--- config.mk ---
export PLATFORM = sky130hd
export DESIGN_NAME = sram_arbiter
export DESIGN_NICKNAME = d
export VERILOG_FILES = /design/src/rtl/sram_arbiter.sv
export SDC_FILE = /design/constraint.sdc
export NUM_CORES = 1
export LEC_CHECK = 0
export ABC_CLOCK_PERIOD_IN_PS = 2800
export BUFFER_PORTS_ARGS = -buffer_cell sky130_fd_sc_hd__buf_2
export CAP_MARGIN = 30
export CELL_PAD_IN_SITES_DETAIL_PLACEMENT = 1
export CELL_PAD_IN_SITES_GLOBAL_PLACEMENT = 1
export CORE_MARGIN = 2
export CORE_UTILIZATION = 35
export DETAILED_ROUTE_END_ITERATION = 10
export PLACE_DENSITY_LB_ADDON = 0.1
export SLEW_MARGIN = 20
export SYNTH_ARGS = -nofsm -noshare
export SYNTH_HDL_FRONTEND = slang
export SYNTH_SLANG_ARGS = --single-unit
--- constraint.sdc ---
create_clock -name clk -period 2.8 [get_ports clk]
set_clock_uncertainty 0.15 [all_clocks]
set_input_delay 0.28 -clock clk [delete_from_list [all_inputs] [get_ports clk]]
set_output_delay 0.28 -clock clk [all_outputs]
set_load 0.005 [all_outputs]
--- src/rtl/sram_arbiter.sv ---
// ---------------------------------------------------------------------------
// sram_arbiter
//   Round-robin arbiter/sequencer placing two requesters (A and B) in front of
//   a single-port sram. Each requester issues one read or write at a time with
//   a req/gnt/ack handshake. Transactions are serialised (IDLE->ACCESS->WAIT),
//   out-of-range addresses are reported through x_err without touching the
//   sram, and the sram clear (sram_rst) is sequenced out of reset.
//
// Ports
//   clk                 clock, all state updates on posedge
//   rst                 asynchronous active-low reset
//   a_req/b_req         request, command held stable until gnt
//   a_wr/b_wr           1 = write, 0 = read
//   a_addr/b_addr       requester address (AW bits)
//   a_wdata/b_wdata     requester write data (DW bits)
//   a_gnt/b_gnt         1-cycle pulse, command captured
//   a_ack/b_ack         1-cycle pulse, transaction complete
//   a_err/b_err         valid with ack, 1 = address out of range
//   a_rdata/b_rdata     read data, updated on error-free read acks only
//   sram_we/sram_re     sram write/read strobes (one cycle each)
//   sram_addr/sram_data sram address / write data
//   sram_datao          sram registered read data
//   sram_rst            sram clear, active-high, released one edge after rst
// ---------------------------------------------------------------------------
module sram_arbiter #(
    parameter int AW    = 9,
    parameter int DW    = 9,
    parameter int DEPTH = 9
) (
    input  logic          clk,
    input  logic          rst,
    input  logic          a_req,
    input  logic          a_wr,
    input  logic [AW-1:0] a_addr,
    input  logic [DW-1:0] a_wdata,
    output logic          a_gnt,
    output logic          a_ack,
    output logic          a_err,
    output logic [DW-1:0] a_rdata,
    input  logic          b_req,
    input  logic          b_wr,
    input  logic [AW-1:0] b_addr,
    input  logic [DW-1:0] b_wdata,
    output logic          b_gnt,
    output logic          b_ack,
    output logic          b_err,
    output logic [DW-1:0] b_rdata,
    output logic          sram_we,
    output logic          sram_re,
    output logic [AW-1:0] sram_addr,
    output logic [DW-1:0] sram_data,
    input  logic [DW-1:0] sram_datao,
    output logic          sram_rst
);

    // One extra bit so DEPTH == 2**AW still compares correctly.
    localparam logic [AW:0] LIMIT = DEPTH[AW:0];

    typedef enum logic [1:0] {IDLE, ACCESS, WAIT} state_t;

    state_t        state, state_nxt;
    logic          ptr, ptr_nxt;          // 0: A wins a tie, 1: B wins a tie
    logic          own_b, own_b_nxt;      // owner of the in-flight transaction
    logic          cur_wr, cur_wr_nxt;
    logic          cur_err, cur_err_nxt;

    logic          a_gnt_nxt, b_gnt_nxt, a_ack_nxt, b_ack_nxt;
    logic          a_err_nxt, b_err_nxt;
    logic [DW-1:0] a_rdata_nxt, b_rdata_nxt;
    logic          we_nxt, re_nxt;
    logic [AW-1:0] addr_nxt;
    logic [DW-1:0] data_nxt;

    logic          pick_b;
    logic          sel_wr;
    logic [AW-1:0] sel_addr;
    logic [DW-1:0] sel_wdata;
    logic          sel_bad;

    always_comb begin
        state_nxt   = state;
        ptr_nxt     = ptr;
        own_b_nxt   = own_b;
        cur_wr_nxt  = cur_wr;
        cur_err_nxt = cur_err;
        a_gnt_nxt   = 1'b0;
        b_gnt_nxt   = 1'b0;
        a_ack_nxt   = 1'b0;
        b_ack_nxt   = 1'b0;
        a_err_nxt   = 1'b0;
        b_err_nxt   = 1'b0;
        a_rdata_nxt = a_rdata;
        b_rdata_nxt = b_rdata;
        we_nxt      = 1'b0;
        re_nxt      = 1'b0;
        addr_nxt    = sram_addr;
        data_nxt    = sram_data;

        // A lone requester wins regardless of the pointer; on a tie the
        // pointer decides.
        pick_b    = b_req & (~a_req | ptr);
        sel_wr    = pick_b ? b_wr    : a_wr;
        sel_addr  = pick_b ? b_addr  : a_addr;
        sel_wdata = pick_b ? b_wdata : a_wdata;
        sel_bad   = ({1'b0, sel_addr} >= LIMIT);

        unique case (state)
            IDLE: begin
                if (!sram_rst && (a_req || b_req)) begin
                    if (a_req && b_req) ptr_nxt = ~pick_b;
                    own_b_nxt   = pick_b;
                    a_gnt_nxt   = ~pick_b;
                    b_gnt_nxt   = pick_b;
                    cur_wr_nxt  = sel_wr;
                    cur_err_nxt = sel_bad;
                    if (!sel_bad) begin
                        we_nxt   = sel_wr;
                        re_nxt   = ~sel_wr;
                        addr_nxt = sel_addr;
                        data_nxt = sel_wdata;
                    end
                    state_nxt = ACCESS;
                end
            end
            ACCESS: begin
                state_nxt = WAIT;
            end
            WAIT: begin
                state_nxt = IDLE;
                if (own_b) begin
                    b_ack_nxt = 1'b1;
                    b_err_nxt = cur_err;
                    if (!cur_wr && !cur_err) b_rdata_nxt = sram_datao;
                end else begin
                    a_ack_nxt = 1'b1;
                    a_err_nxt = cur_err;
                    if (!cur_wr && !cur_err) a_rdata_nxt = sram_datao;
                end
            end
            default: begin
                state_nxt = IDLE;
            end
        endcase
    end

    always_ff @(posedge clk or negedge rst) begin
        if (!rst) begin
            state     <= IDLE;
            ptr       <= 1'b0;
            own_b     <= 1'b0;
            cur_wr    <= 1'b0;
            cur_err   <= 1'b0;
            a_gnt     <= 1'b0;
            b_gnt     <= 1'b0;
            a_ack     <= 1'b0;
            b_ack     <= 1'b0;
            a_err     <= 1'b0;
            b_err     <= 1'b0;
            a_rdata   <= '0;
            b_rdata   <= '0;
            sram_we   <= 1'b0;
            sram_re   <= 1'b0;
            sram_addr <= '0;
            sram_data <= '0;
            sram_rst  <= 1'b1;
        end else begin
            state     <= state_nxt;
            ptr       <= ptr_nxt;
            own_b     <= own_b_nxt;
            cur_wr    <= cur_wr_nxt;
            cur_err   <= cur_err_nxt;
            a_gnt     <= a_gnt_nxt;
            b_gnt     <= b_gnt_nxt;
            a_ack     <= a_ack_nxt;
            b_ack     <= b_ack_nxt;
            a_err     <= a_err_nxt;
            b_err     <= b_err_nxt;
            a_rdata   <= a_rdata_nxt;
            b_rdata   <= b_rdata_nxt;
            sram_we   <= we_nxt;
            sram_re   <= re_nxt;
            sram_addr <= addr_nxt;
            sram_data <= data_nxt;
            sram_rst  <= 1'b0;
        end
    end

endmodule

==> results.txt, run 1 <==
The source-to-sink clock delay at the later pin of the worst-skew pair came out at ~0.30 ns. Dividing the final minimum period by the clock period gives 0.7587. In the post-synthesis netlist, the biggest area contributors are sky130_fd_sc_hd__dfrtp_1, sky130_fd_sc_hd__mux2_2, sky130_fd_sc_hd__mux2_1, sky130_fd_sc_hd__nor2b_1, sky130_fd_sc_hd__dfstp_2. The required time at the worst-slack endpoint came out at 2.83 ns. Of the post-synthesis cell area, the dominant cell type holds 0.6094. The count of warnings emitted by yosys is 0. The x dimension of the die came out at 80.59 um. The final estimated routing congestion in global placement came out at 0.6900. The number of slew-limit violations in the final report is 0.

Counting flops with a built-in enable in the synthesized netlist gives 0. sky130_fd_sc_hd__dfrtp_1 takes more of the synthesized area than any other cell. The count of vias placed by the detailed router is 1468. The post-detailed-route via-to-cell ratio came out at 4.631.

The number of antenna repair diodes came out at 0. Detailed placement finished with a half-perimeter wire length of 3482 um. The logic depth of the worst register-to-register path came out at 4. The number of placed instances, taps included came out at 308. The filler-free cell count of the finished design came out at between 300 and 400. The leakage power summed over all cells is 1.454 nW. Synthesis produced a netlist with a net count of 191. The total internal power is 1.219 mW. The total grt overflow came out at 0. The sum of routed wire length over all layers is 4430 um. The maximum resistive drop on vdd came out at 0.0002614 V. The synthesized design contains just over 50 register bits. The share of final-layout standard cells stronger than drive strength 1 came out at 0.5837. The via count of the first global-routing pass came out at 1551. The run finished with clean final reports. Subtracting the final worst setup slack from the clock period gives 2.124 ns. The total power draw came out at 1.626 mW. The clock passes through at most 2 buffers. After routing, the total negative slack on setup checks comes to 0 ns. The number of port buffers came out at 95. The mean area per synthesized cell is 14.67 um2.

The first-pass GRT wire length is 7189 um. The startpoint-to-endpoint class of the critical path is register to register. The hold violation total from the final report came to 0. With fillers left out, the area of the finished cells amounts to about 2700 um2. The core area came out at 5574 um2. The clock-pin slew reported for the worst setup and hold paths after clock tree synthesis came out at ~0.09 ns. The tool flagged a number of max-cap violations equal to 0.

The worst setup path is captured at a register. The full die area came out at around 6500 um2. The most common cell in the netlist is sky130_fd_sc_hd__dfrtp_1. The sequential fraction of design power came out at 0.537.

Clock tree synthesis found a total of 51 sinks. The net switching power figure came out at 0.4062 mW. The maximum number of pins on one net before global-route repair is 31. In this run the post-CTS setup repair buffer count came out at 0. Once detail routing completed, the nets flagged for antenna violations numbered 0. Buffers inserted during clock tree synthesis total 5. The share of synthesized flip-flops with an asynchronous set or reset is 1.000. The count of cell types in the netlist is 31. For this run, the total global-route usage over all layers was measured as 0.1478. The share of total power dissipated in the clock network is 0.284. After floorplanning, the core was divided into 27 placement rows. Of the total power, the share spent switching nets is 0.2499. The starting utilization of the core area came out at 0.3684. Setup repair after global routing left no endpoint under its margin. The routed length per placed instance came out at ~14 um.

Of all nets on the critical path, the largest fanout is 12. For this run, the leading register cell type out of synthesis is sky130_fd_sc_hd__dfrtp_1. The max-slew headroom at the worst pin came out at 0.6588.

The power density over the cells came out at 591.9 nW/um2. The sequential fraction of the synthesis area came out at 0.6222. The worst reg-to-reg setup slack came out at 0.68 ns.

After synthesis, the most frequently instantiated cells are sky130_fd_sc_hd__dfrtp_1, sky130_fd_sc_hd__mux2_2, sky130_fd_sc_hd__mux2_1. The gate count after technology mapping came out at 140. In this run the worst setup path terminates at sram_addr[0]. The endpoint of the worst register-to-register path is sram_addr[0].

In this run the worst setup path begins at state[0]. In this run, the number of DRC markers left after iteration 0 of detailed routing was 26. The area of the mapped netlist came out at approximately 2100 um2.

The fraction of power consumed by combinational cells came out at 0.179. In this run the worst hold path is classified as primary input to register. Buffers inserted to repair hold after CTS numbered 1. The achievable frequency came out at 470.7 MHz. The TritonCTS clock tree is done.

The total of endpoints with negative setup slack in the final report is 0. The number of top-level pins is 96. The pre-antenna-repair detailed-routing pass consisted of 2 iterations. In this run, post-CTS repair resized a total of 0 instances.

The number of nets at the end of the flow is about 300. The cell at the root of the clock tree is sky130_fd_sc_hd__clkbuf_8. The reg-to-reg critical path startpoint is state[0]. The instance area at placement came out at 2633 um2. The initial antenna violation count came to 0. The H-tree depth came out at 2. The worst setup path is launched from a register. The worst-margin pin slew came out at 0.5118 ns. The synthesis-to-layout area growth came out at 33.76%.

Data on the critical path arrives at its endpoint at 2.16 ns. The post-detailed-route DRC marker count is 0. The floorplan step set the die height to 80.59 um.
## critical path, cell delays in order (launching register included)
cell and delay, ns:
sky130_fd_sc_hd__dfrtp_1 0.40, sky130_fd_sc_hd__or4_1 0.60, sky130_fd_sc_hd__nor2_2 0.27, sky130_fd_sc_hd__buf_4 0.25
sky130_fd_sc_hd__mux2_1 0.34
## stage by stage
step | utilization | hold slack (ns) | worst slack, ns
floorplan | - | -0.1656 | 0.8412
global placement | 0.4723 | 0.1361 | 0.5026
detailed placement | 0.4723 | 0.1336 | 0.4452
CTS | 0.4927 | 0.04984 | 0.6457
global route | 0.4927 | 0.05939 | 0.5721
finish | 0.4927 | 0.06720 | 0.6757
## state kept, by name (all words and copies together) (netlist names), 2 cells and up
register	cells
sram_data	9
state	2
b_rdata	9
a_rdata	9
sram_addr	9
## cell families after synthesis
| group | count (synthesis) | synth area share |
|---|---|---|
| XOR/XNOR | 1 | 0.004266 |
| buffers and inverters | 6 | 0.01522 |
| other | 1 | 0.001826 |
| AND/OR/NAND/NOR | 30 | 0.09080 |
| AO/OA/AOI/OAI | 7 | 0.02559 |
| multiplexers | 44 | 0.2401 |
| flip-flops | 51 | 0.6222 |
## layout make-up
class / count / area (um2)
clock buffers: 7 / 96.34
inverters: 2 / 7.507
repair buffers: 101 / 523.0
clock inverters: 1 / 7.507
flip-flops and latches: 51 / 1277
multi-input cells: 83 / 744.5
fillers: 620 / 2828
well taps: 72 / 90.09
## layout by cell type (no fill, tap or decap), drive strengths merged, types with 3 or more instances in the layout
| master | synthesis | layout |
|---|---|---|
| buf | 3 | 100 |
| dfrtp | 50 | 50 |
| mux2 | 42 | 42 |
| clkbuf | 1 | 7 |
| nor2b | 6 | 6 |
| nor2 | 6 | 6 |
| and2 | 4 | 4 |
| nor3 | 4 | 4 |
| nand2 | 3 | 3 |
| or4 | 3 | 3 |
## power by group through the flow
| stage | combinational (mW) | sequential (mW) | clock [mW] |
|---|---|---|---|
| 2_1_floorplan | 0.130 | 0.892 | 0 |
| 3_3_place_gp | 0.295 | 0.885 | 0 |
| 3_5_place_dp | 0.299 | 0.888 | 0 |
| 4_1_cts | 0.301 | 0.874 | 0.478 |
| 5_1_grt | 0.326 | 0.886 | 0.506 |
| 6_report | 0.291 | 0.872 | 0.462 |
## how the worst min path moves through the flow
stage	startpoint	to	slack (ns)	cells after the start
after detailed placement	rst	sram_data[2]	0.13	1
after floorplan	rst	a_ack	-0.17	0
after global placement	rst	sram_data[2]	0.14	1
after global routing	sram_datao[3]	a_rdata[3]	0.06	2
final	sram_datao[3]	a_rdata[3]	0.07	2
after CTS	sram_datao[3]	a_rdata[3]	0.05	2
## layer usage
layer	vias to the layer above	GRT usage	part of all wire
li1	694	-	-
met1	700	0.1856	0.45
met2	68	0.2350	0.44
met3	6	0.05393	0.093
met4	0	0.05085	0.011
met5	-	0	0
Note: power is estimated with default switching activity, not from simulation.
==> run 2, diff against run 1 <==
- ABC_AREA: not set -> 1
- ABC_CLOCK_PERIOD_IN_PS: 2800 -> 1900
- CORE_UTILIZATION: 35 -> 31
- clock period: 2.8 -> 1.9 ns (I/O delays scaled with it)
==> run 2 against run 1 <==
Design area increased by 12%; via count increased by 41%; final cell count is 48% higher; sequential power grew 48%; worst setup slack worse by 0.53 ns; wire length is 38% higher; clock-buffer cell count down 2; maximum frequency is 21% higher; critical path depth grew 4; die area grew 27%; area after synthesis grew 13%; worst hold slack worse by 0.060 ns; largest cell class unchanged.
==> results.txt, run 2 <==
The flow ran to the end, and the final reports show no timing, DRC or antenna violations. The worst hold path passes through 3 cells. Leaving out fill and tap cells, the most frequent cells in the layout are sky130_fd_sc_hd__buf_2, sky130_fd_sc_hd__nand2_1, sky130_fd_sc_hd__dfrtp_1.

From bottom edge to top edge, the die measures 90.65 um. The area of the mapped netlist came out at between 2000 and 2500 um2. The first global-routing pass estimated 9991 um of wire. The number of nets with antenna violations after routing came out at 0. For this run, design rule violations remaining after detail routing come to 0.

The detailed-placement wirelength estimate is 4534 um. The count of warnings emitted by yosys came out at 0. The maximum root-to-sink buffer count came out at 2. The worst hold path begins at sram_datao[4].

The worst reg-to-reg setup slack came out at around 0.15 ns. The net switching power figure came out at 0.7648 mW. TritonCTS built the clock tree.

The sequential fraction of design power is 0.517. The required time at the worst-slack endpoint is 2.00 ns. STA puts the critical path data arrival time at about 1.9 ns.

The final critical-path required period is 1.750 ns. The full die area is 8217 um2. In the synthesized netlist, the cells that appear most often are sky130_fd_sc_hd__nand2_1, sky130_fd_sc_hd__dfrtp_1, sky130_fd_sc_hd__inv_1.

Leaving out fill and tap cells, the most frequent cell in the layout is sky130_fd_sc_hd__buf_2. Overall power consumption after layout is estimated at ~2.5 mW. The top-area cell type share of the netlist area is 0.5376. The number of buffers created by CTS is 5.

The leakage power summed over all cells came out at 1.806 nW. The core area is around 7300 um2. The via count of the first global-routing pass came to between 2k and 2.5k. The starting DRC count in detailed routing is 67.

At the end of the flow the core is filled with cells to 0.4237. By area the synthesized netlist is led by sky130_fd_sc_hd__dfrtp_1, sky130_fd_sc_hd__nand2_1, sky130_fd_sc_hd__inv_1, sky130_fd_sc_hd__o21ai_0, sky130_fd_sc_hd__nand4_1. The share of synthesized flip-flops with an asynchronous set or reset came out at 1.000. At the later pin of the worst-skew pair, clock insertion delay measures around 0.3 ns. The worst hold path terminates at a_rdata[4]. The routed length per placed instance is 12.97 um. The number of port buffers came out at between 90 and 100. The number of top-level pins is 96.

The number of slew-limit violations in the final report is 0. The clock drives 51 sinks. The number of antenna diodes in the final layout is 0. The number of detailed-routing iterations run before antenna repair came out at 4.

The post-synthesis sequential element count came out at between 50 and 60. The final worst-path cycle share came out at 0.9209. The total internal power came out at about 1.7 mW.

The clock-pin slew reported for the worst setup and hold paths after clock tree synthesis is 0.10 ns. The mean area per synthesized cell is approximately 8.7 um2. The post-detailed-route via-to-cell ratio came out at about 4.4.

The number of nets at the end of the flow came out at 421. The floorplan row count came out at 31. The logic depth of the worst register-to-register path came out at 8.

The hold violation total from the final report is 0. The reg-to-reg critical path startpoint is state[1]. The H-tree was split into 2 levels. The number of buffers inserted by post-CTS setup repair came out at 0. The endpoint of the worst register-to-register path is sram_data[0]. The path class of the tightest hold or removal check is primary input to register. Of the total power, the share spent switching nets is 0.3077. The initial antenna violation count is 0.

The filler cells instantiated in the layout total 922. Static timing analysis puts the maximum clock frequency at 571.5 MHz. The max-slew headroom at the worst pin is 0.6505. The final estimated routing congestion in global placement is between 0.7 and 0.8. The maximum resistive drop on vdd is 0.0002885 V. The net count after synthesis is 318. The count of vias placed by the detailed router is 2063.

The fraction of power consumed by combinational cells came out at 0.228. The initial utilization of the core area, before any placement, comes to 0.3209. The tree is rooted in a sky130_fd_sc_hd__clkbuf_8. Measured along the x axis, the die boundary spans 90.65 um. In the final layout, the multi-input gates occupy between 800 and 900 um2. The power density over the cells is 809.0 nW/um2. The total grt overflow is 0.

Of the synthesized area, sequential elements account for 0.5489. The flip-flop and latch area came out at 1277 um2. The number of enable flip-flop cells after synthesis came out at 0. STA classifies the critical path endpoint as a register. Of all cell types, the one taking the most synthesized area is sky130_fd_sc_hd__dfrtp_1. The synthesis-to-layout area growth came out at 32.04%. Yosys instantiated no cell more often than sky130_fd_sc_hd__nand2_1. The clock share of power came out at 0.255. The most used flip-flop cell after synthesis is sky130_fd_sc_hd__dfrtp_1.

The share of final-layout standard cells stronger than drive strength 1 is 0.3558. The count of cell types in the netlist is 27. The worst-margin pin slew came out at between 0.5 and 0.6 ns. The overall global routing resource usage is 0.1506. The total of endpoints with negative setup slack in the final report came out at 0. The worst-path maximum fanout is 12. The startpoint-to-endpoint class of the critical path is register to register. Synthesis produced 267 cells. The worst setup path is launched from a register. The maximum number of pins on one net before global-route repair came out at 23. The sum of routed wire length over all layers is 6095 um.

The count of maximum capacitance violations is 0.
==> run 2: cell types whose count changed in the layout (fill, tap and decap cells not counted), sizes merged, moves of 7 or more <==
cell,before,now
nand4,0,12
nand3b,0,7
mux2,42,0
nand2,3,103
o21ai,2,21
inv,2,38
==> run 2: metrics by stage <==
stage | hold slack (ns) | setup TNS, ns | setup slack, ns | instances | cell area (um2)
final | 0.007393 | 0 | 0.1503 | 470 | 3073
after global routing | 0.01460 | -0.0005427 | -0.0005427 | 470 | 3073
after CTS | 0.0002912 | 0 | 0.008958 | 468 | 3033
after detailed placement | -0.001618 | -0.002039 | -0.002039 | 456 | 2903
after global placement | -0.006534 | 0 | 0.09508 | 456 | 2903
after floorplan | -0.2556 | 0 | 0.3269 | 267 | 2327
==> run 2: layer usage <==
metal,part of all wire,track usage,routed length [um],vias to the layer above
li1,-,-,-,1034
met1,0.47,0.2097,2883,944
met2,0.45,0.2338,2738,76
met3,0.064,0.03422,389,9
met4,0.014,0.04615,84,0
met5,0,0,0,-
==> run 2: layout make-up <==
type                    count  area share
multi-input cells         170      0.2818
inverters                  37     0.04601
repair buffers            105      0.1877
flip-flops and latches     51      0.4157
well taps                  99     0.04031
clock inverters             3    0.006107
clock buffers               5     0.02239
==> run 2: how the worst max path moves through the flow <==
stage	startpoint	end	slack (ns)
after floorplan	ptr	sram_addr[2]	0.33
after global placement	ptr	cur_err	0.1
after detailed placement	ptr	sram_addr[2]	-0.002
after CTS	ptr	sram_addr[2]	0.009
after global routing	state[1]	sram_data[0]	-0.0005
final	state[1]	sram_data[0]	0.15
==> run 2: power groups by stage <==
stage	combinational [mW]	clock (mW)	sequential (mW)
global route	0.651	0.702	1.31
CTS	0.567	0.660	1.29
finish	0.567	0.633	1.29
detailed placement	0.558	0	1.31
floorplan	0.287	0	1.32
global placement	0.541	0	1.31
==> run 2: kinds of logic after synthesis <==
| family | after synthesis | share of synthesized area |
|---|---|---|
| other | 1 | 0.001611 |
| flip-flops | 51 | 0.5489 |
| AO/OA/AOI/OAI | 25 | 0.06075 |
| AND/OR/NAND/NOR | 142 | 0.2941 |
| buffers and inverters | 48 | 0.09462 |
==> run 2: timing repair <==
action	4_1_cts	5_1_grt
setup endpoints to repair	1	21
hold buffers	4	0
cloned	0	2
gates resized for setup	1	3
pin swaps	0	1
hold endpoints to repair	34	0
==> run 2: critical path: stages, from the launching register on <==
cell,delay (ns)
sky130_fd_sc_hd__dfrtp_1,0.39
sky130_fd_sc_hd__inv_1,0.08
sky130_fd_sc_hd__nand2_1,0.07
sky130_fd_sc_hd__nor2_2,0.24
sky130_fd_sc_hd__nand3b_1,0.13
sky130_fd_sc_hd__nand2_2,0.19
sky130_fd_sc_hd__buf_4,0.22
sky130_fd_sc_hd__nand4_1,0.13
sky130_fd_sc_hd__nand2_1,0.09
